<file path="config.mk">
export PLATFORM = sky130hd
export DESIGN_NAME = scan_ctrl
export DESIGN_NICKNAME = d
export VERILOG_FILES = /design/src/rtl/scan_ctrl_pkg.sv /design/src/rtl/scan_shifter.sv /design/src/rtl/scan_ctrl.sv
export SDC_FILE = /design/constraint.sdc
export NUM_CORES = 1
export LEC_CHECK = 0
export CORE_MARGIN = 1.5
export CORE_UTILIZATION = 65
export DETAILED_ROUTE_END_ITERATION = 6
export DONT_BUFFER_PORTS = 1
export GPL_ROUTABILITY_DRIVEN = 0
export PLACE_DENSITY = 0.86
export SETUP_SLACK_MARGIN = 0.05
export SLEW_MARGIN = 5
export SYNTH_ARGS = -nofsm -noshare
export SYNTH_HDL_FRONTEND = slang
export SYNTH_SLANG_ARGS = --single-unit
</file>
<file path="constraint.sdc">
create_clock -name clk -period 3.1 [get_ports clk]
set_clock_uncertainty 0.05 [all_clocks]
set_input_delay 0.62 -clock clk [delete_from_list [all_inputs] [get_ports clk]]
set_output_delay 0.62 -clock clk [all_outputs]
set_load 0.01 [all_outputs]
</file>
<file path="src/rtl/scan_ctrl_pkg.sv">
// Shared types and geometry helpers for the scan-chain controller.
package scan_ctrl_pkg;

   typedef enum logic [1:0] {
      CAP  = 2'b00,
      RST  = 2'b01,
      SWAP = 2'b10,
      NOP  = 2'b11
   } scan_op_e;

   typedef enum logic [2:0] {
      S_IDLE,
      S_LOAD,
      S_SHIFT,
      S_DRAIN,
      S_DONE
   } state_e;

   function automatic int unsigned nwords(input int unsigned len, input int unsigned w);
      return (len + w - 1) / w;
   endfunction

   function automatic int unsigned last_n(input int unsigned len, input int unsigned w);
      return len - (nwords(len, w) - 1) * w;
   endfunction

   function automatic int unsigned cnt_w(input int unsigned w);
      return $clog2(w + 1);
   endfunction

endpackage

</file>
<file path="src/rtl/scan_shifter.sv">
// Word-wide serial shift register with bit counter; serialises one host word
// onto the chain while collecting the bits that come back.
module scan_shifter
   import scan_ctrl_pkg::*;
#(
   parameter int unsigned WORD_W = 32,
   parameter int unsigned LAST_N = 18
) (
   input  logic              clk,
   input  logic              rst_n,
   input  logic              load_i,
   input  logic [WORD_W-1:0] wdata_i,
   input  logic              shift_i,
   input  logic              recirc_i,
   input  logic              last_i,
   input  logic              scan_out_i,
   output logic              scan_in_o,
   output logic              bit_last_o,
   output logic [WORD_W-1:0] rdata_o
);

   localparam int unsigned CNT_W = cnt_w(WORD_W);
   localparam int unsigned SHR   = WORD_W - LAST_N;
   localparam logic [CNT_W-1:0] FULL_END = CNT_W'(WORD_W - 1);
   localparam logic [CNT_W-1:0] LAST_END = CNT_W'(LAST_N - 1);

   logic [WORD_W-1:0] sreg_q, sreg_d;
   logic [CNT_W-1:0]  cnt_q, cnt_d;

   assign bit_last_o = (cnt_q == (last_i ? LAST_END : FULL_END));
   // Recirculating keeps the chain intact during capture.
   assign scan_in_o  = shift_i & (recirc_i ? scan_out_i : sreg_q[0]);
   assign rdata_o    = last_i ? (sreg_q >> SHR) : sreg_q;

   always_comb begin
      sreg_d = sreg_q;
      cnt_d  = cnt_q;
      if (load_i) begin
         sreg_d = wdata_i;
         cnt_d  = '0;
      end else if (shift_i) begin
         sreg_d = (sreg_q >> 1) | (WORD_W'(scan_out_i) << (WORD_W - 1));
         cnt_d  = bit_last_o ? '0 : cnt_q + CNT_W'(1);
      end
   end

   always_ff @(posedge clk or negedge rst_n) begin
      if (!rst_n) begin
         sreg_q <= '0;
         cnt_q  <= '0;
      end else begin
         sreg_q <= sreg_d;
         cnt_q  <= cnt_d;
      end
   end

endmodule

</file>
<file path="src/rtl/scan_ctrl.sv">
// Host-side scan-chain controller: capture, restore or swap DUT state through
// the scan port while the DUT functional clock is held off.
module scan_ctrl
   import scan_ctrl_pkg::*;
#(
   parameter int unsigned CHAIN_LEN = 50,
   parameter int unsigned WORD_W    = 32
) (
   input  logic              clk,
   input  logic              rst_n,
   input  logic              cmd_valid,
   output logic              cmd_ready,
   input  logic [1:0]        cmd_op,
   input  logic              wdata_valid,
   output logic              wdata_ready,
   input  logic [WORD_W-1:0] wdata,
   output logic              rdata_valid,
   input  logic              rdata_ready,
   output logic [WORD_W-1:0] rdata,
   output logic              rdata_last,
   output logic              busy,
   output logic              done,
   output logic              dut_clk_en,
   output logic              scan_enable,
   output logic              scan_in,
   input  logic              scan_out
);

   localparam int unsigned NWORDS = nwords(CHAIN_LEN, WORD_W);
   localparam int unsigned LAST_N = last_n(CHAIN_LEN, WORD_W);
   localparam int unsigned WC_W   = (NWORDS > 1) ? $clog2(NWORDS) : 1;
   localparam logic [WC_W-1:0] LAST_WORD = WC_W'(NWORDS - 1);

   state_e            state_q, state_d;
   scan_op_e          op_q, op_d;
   logic [WC_W-1:0]   word_q, word_d;
   logic              last_word;
   logic              load, shift, bit_last;

   assign last_word  = (word_q == LAST_WORD);
   assign rdata_last = rdata_valid & last_word;

   scan_shifter #(
      .WORD_W (WORD_W),
      .LAST_N (LAST_N)
   ) u_shifter (
      .clk        (clk),
      .rst_n      (rst_n),
      .load_i     (load),
      .wdata_i    (wdata),
      .shift_i    (shift),
      .recirc_i   (op_q == CAP),
      .last_i     (last_word),
      .scan_out_i (scan_out),
      .scan_in_o  (scan_in),
      .bit_last_o (bit_last),
      .rdata_o    (rdata)
   );

   always_comb begin
      state_d     = state_q;
      op_d        = op_q;
      word_d      = word_q;
      cmd_ready   = 1'b0;
      wdata_ready = 1'b0;
      rdata_valid = 1'b0;
      busy        = 1'b1;
      done        = 1'b0;
      dut_clk_en  = 1'b0;
      scan_enable = 1'b0;
      load        = 1'b0;
      shift       = 1'b0;
      unique case (state_q)
         S_IDLE: begin
            cmd_ready  = 1'b1;
            busy       = 1'b0;
            dut_clk_en = 1'b1;
            if (cmd_valid) begin
               op_d   = scan_op_e'(cmd_op);
               word_d = '0;
               case (scan_op_e'(cmd_op))
                  CAP:       state_d = S_SHIFT;
                  RST, SWAP: state_d = S_LOAD;
                  default:   state_d = S_DONE;
               endcase
            end
         end
         S_LOAD: begin
            wdata_ready = 1'b1;
            if (wdata_valid) begin
               load    = 1'b1;
               state_d = S_SHIFT;
            end
         end
         S_SHIFT: begin
            scan_enable = 1'b1;
            shift       = 1'b1;
            if (bit_last) begin
               if (op_q != RST) begin
                  state_d = S_DRAIN;
               end else if (last_word) begin
                  state_d = S_DONE;
               end else begin
                  word_d  = word_q + WC_W'(1);
                  state_d = S_LOAD;
               end
            end
         end
         S_DRAIN: begin
            rdata_valid = 1'b1;
            if (rdata_ready) begin
               if (last_word) begin
                  state_d = S_DONE;
               end else begin
                  word_d  = word_q + WC_W'(1);
                  state_d = (op_q == CAP) ? S_SHIFT : S_LOAD;
               end
            end
         end
         S_DONE: begin
            done    = 1'b1;
            busy    = 1'b0;
            state_d = S_IDLE;
         end
         default: state_d = S_IDLE;
      endcase
   end

   always_ff @(posedge clk or negedge rst_n) begin
      if (!rst_n) begin
         state_q <= S_IDLE;
         op_q    <= CAP;
         word_q  <= '0;
      end else begin
         state_q <= state_d;
         op_q    <= op_d;
         word_q  <= word_d;
      end
   end

endmodule
</file>
==> run summary <==
Distinct cells, synth - 42
Switching Fraction - 43.17%
Layout Area Growth over Synthesis - 6.087%
Latest clock arrival within the worst-skew pair - 0.29 ns
Reg-to-Reg Start - state_q[0]
Share of layout cells above drive strength 1 - 13.58%
Final net count - 307
Stages on the worst setup path - 3
Die Span Y - 65.62 um
Post-detail-place hpwl - 3.660 mm
DR vias - 1907
Final Hold Viols - 0
Sw Pwr - 1.356 mW
Measured slew at the worst slew-check pin - 0.7276 ns
Register bit total from synthesis - 44
I/O pins - 81
Max cap viols - 0
Largest area contributor in the synthesized netlist - dfrtp_1
Antenna cells - 0
Total gr overflow - 0
Site Rows - 22
FMAX - 457.5 MHz
Die area - 0.004306 sq mm
ANT nets after route - 0
RSZ-0062 raised after global routing - no
Max Fanout on Critical Path - 8
DRT Pass-1 Iters - 4
GRT Overall Usage - 27.35%
CP Capture Type - output port
DRT iter0 DRCs - 171
Tmin final - 2.186 ns
Register area share after synthesis - 43.20%
WP buf/inv - 0
Ys flop type - dfrtp_1
Max-slew headroom at the worst pin - 51.42%
Final core occ - 72.76%
Starting density of the core - 68.59%
CORE AREA - 0.003716 sq mm
Pwr dens - 1162 mW/mm^2
Vias per cell - 6.093
Pins Over Slew Limit - 0
Clk pwr share - 11.7%
Post-CTS sizing - 0
CTS Sinks - 44
Post-synthesis cell area - 0.002549 sq mm
Logic pwr share - 50.9%
Post-Route WL - 5.283 mm
Chip width - 65.62 um
Clk root buf - clkbuf_8
CTS clock-pin slew for the worst setup and hold paths - 0.08 ns
Crit path launch type - register
CP delay by family, top - simple AND/OR/NAND/NOR gates
Period utilization - 70.52%
I/O Buffers - 0
Worst Path Arrival - 1.52 ns
Global-route wire length before repair - 8.873 mm
Leak - 1.174 nW
Vias in the first global route - 1824
Async SR Flop Fraction - 100.0%
Post-Synthesis Cells - 271
Cts bufs inserted - 5
Setup TNS - 0 ns
Number of synthesized flops with an enable pin - 0
Syn_nets - 314
Hold WC Path Type - input port to asynchronous set/reset pin
Synth warnings - 0
Syn avg cell area - 9.405 sq um
Slowest CP cell - dfrtp_1
Worst-path cell chain - and2b_1, nand2b_1, a21oi_1
R2R cell count - 4
# Post-CTS Setup Buffers - 0
Synth top area cells - dfrtp_1 43%, mux2i_1 12%, mux2_2 8.0%
Final setup viols - 0
Worst EP required - 2.43 ns
Antenna violations before repair - 0
H-tree Lvls - 2
Internal power - 1.785 mW
Crit Path Category - register to output port
CTS max path bufs - 2
Synth top area share - 43.20%
Crit path launch - state_q[2]
Wire per inst - 16.88 um
TritonCTS clock tree - built
Slowest stage delay, CP - 0.48 ns
WHS - 0.1184 ns
Flop pwr share - 37.4%
Outcome - completed
Pin count of the biggest net entering global routing - 53
VDD IR max - 639.1 uV
# DRC - 0
## synth_stat cells (2+ instances only)
library cell / number
dfrtp_1: 44
nand2_1: 44
o21ai_0: 40
mux2i_1: 30
mux2_2: 18
nor2b_1: 15
clkbuf_1: 11
inv_1: 8
nor2_1: 6
a21oi_1: 5
and2_1: 4
buf_2: 4
nand3_1: 4
ha_1: 3
nand2b_1: 3
a22oi_1: 2
a31oi_1: 2
buf_4: 2
o21a_1: 2
or2_2: 2
## cell families (layout without fill, tap and decap cells)
logic type               Yosys count  in the layout  synth area share [%]
AO/OA/AOI/OAI                     59             59                 13.21
buffers and inverters             27             21                 4.516
flip-flops                        44             44                 43.20
multiplexers                      48             48                 19.73
adder cells (fa/ha/maj)            3              3                 1.473
XOR/XNOR                           2              2                0.6874
AND/OR/NAND/NOR                   88             88                 17.18
## placed cells by master (no fill, tap or decap), types with 2 or more instances in the layout
cell / Yosys / routed
nand3_1: 4 / 4
clkbuf_8: 0 / 6
nand2b_1: 3 / 3
nor2b_1: 15 / 15
buf_12: 0 / 3
ha_1: 3 / 3
o21ai_0: 40 / 40
mux2i_1: 30 / 30
nor2_1: 6 / 6
nand2_1: 44 / 44
a22oi_1: 2 / 2
mux2_2: 18 / 18
a31oi_1: 2 / 2
and2_1: 4 / 4
dfrtp_1: 44 / 44
o21a_1: 2 / 2
or2_2: 2 / 2
inv_1: 8 / 8
a21oi_1: 5 / 5
## path summary, 6_finish.rpt
path | end | slack, ns
max | scan_in | 0.91
min | u_shifter.cnt_q[2] | 0.12
max reg2reg | u_shifter.cnt_q[2] | 1.06
min reg2reg | u_shifter.sreg_q[0] | 0.46
max in group asynchronous | op_q[0] | 2.68
min in group clk | u_shifter.sreg_q[18] | 0.39
## per-layer routing
metal / GRT usage [%] / part of all wire [%]
met1: 36.83 / 42
met2: 42.17 / 49
met3: 8.219 / 7.4
met4: 9.375 / 1.6
met5: 0 / 0
## state kept, by name, summed over array words and instances (netlist names)
name	cells
last_word	1
op_q	2
state_q	3
u_shifter.cnt_q	6
u_shifter.sreg_q	32
## power by group through the flow
| stage | logic (mW) | clock network (mW) | registers (mW) |
|---|---|---|---|
| after floorplan | 1.40 | 0 | 1.05 |
| after global placement | 1.54 | 0 | 1.16 |
| after detailed placement | 1.60 | 0 | 1.17 |
| after CTS | 1.62 | 0.374 | 1.17 |
| after global routing | 1.78 | 0.405 | 1.22 |
| final | 1.60 | 0.367 | 1.17 |
## through the flow
step | cells | area (sq um) | worst slack, ns | total power, mW
after floorplan | 271 | 2549 | 1.233 | 2.448
after global placement | 304 | 2590 | 1.075 | 2.697
after detailed placement | 304 | 2590 | 1.040 | 2.769
after CTS | 313 | 2704 | 0.8947 | 3.155
after global routing | 313 | 2704 | 0.8364 | 3.407
final | 313 | 2704 | 0.9140 | 3.141
## repair_timing
action | CTS | global route
hold buffers | 1 | 0
setup endpoints to repair | 0 | 0
hold endpoints to repair | 44 | 0
## cell type report
| type | count | area, sq um |
|---|---|---|
| inverters | 9 | 33.78 |
| fillers | 290 | 1012 |
| repair buffers | 4 | 67.56 |
| well taps | 48 | 60.06 |
| clock buffers | 7 | 86.33 |
| multi-input cells | 200 | 1348 |
| clock inverters | 1 | 7.507 |
| flip-flops and latches | 44 | 1101 |
(Power assumes the default switching activity.)
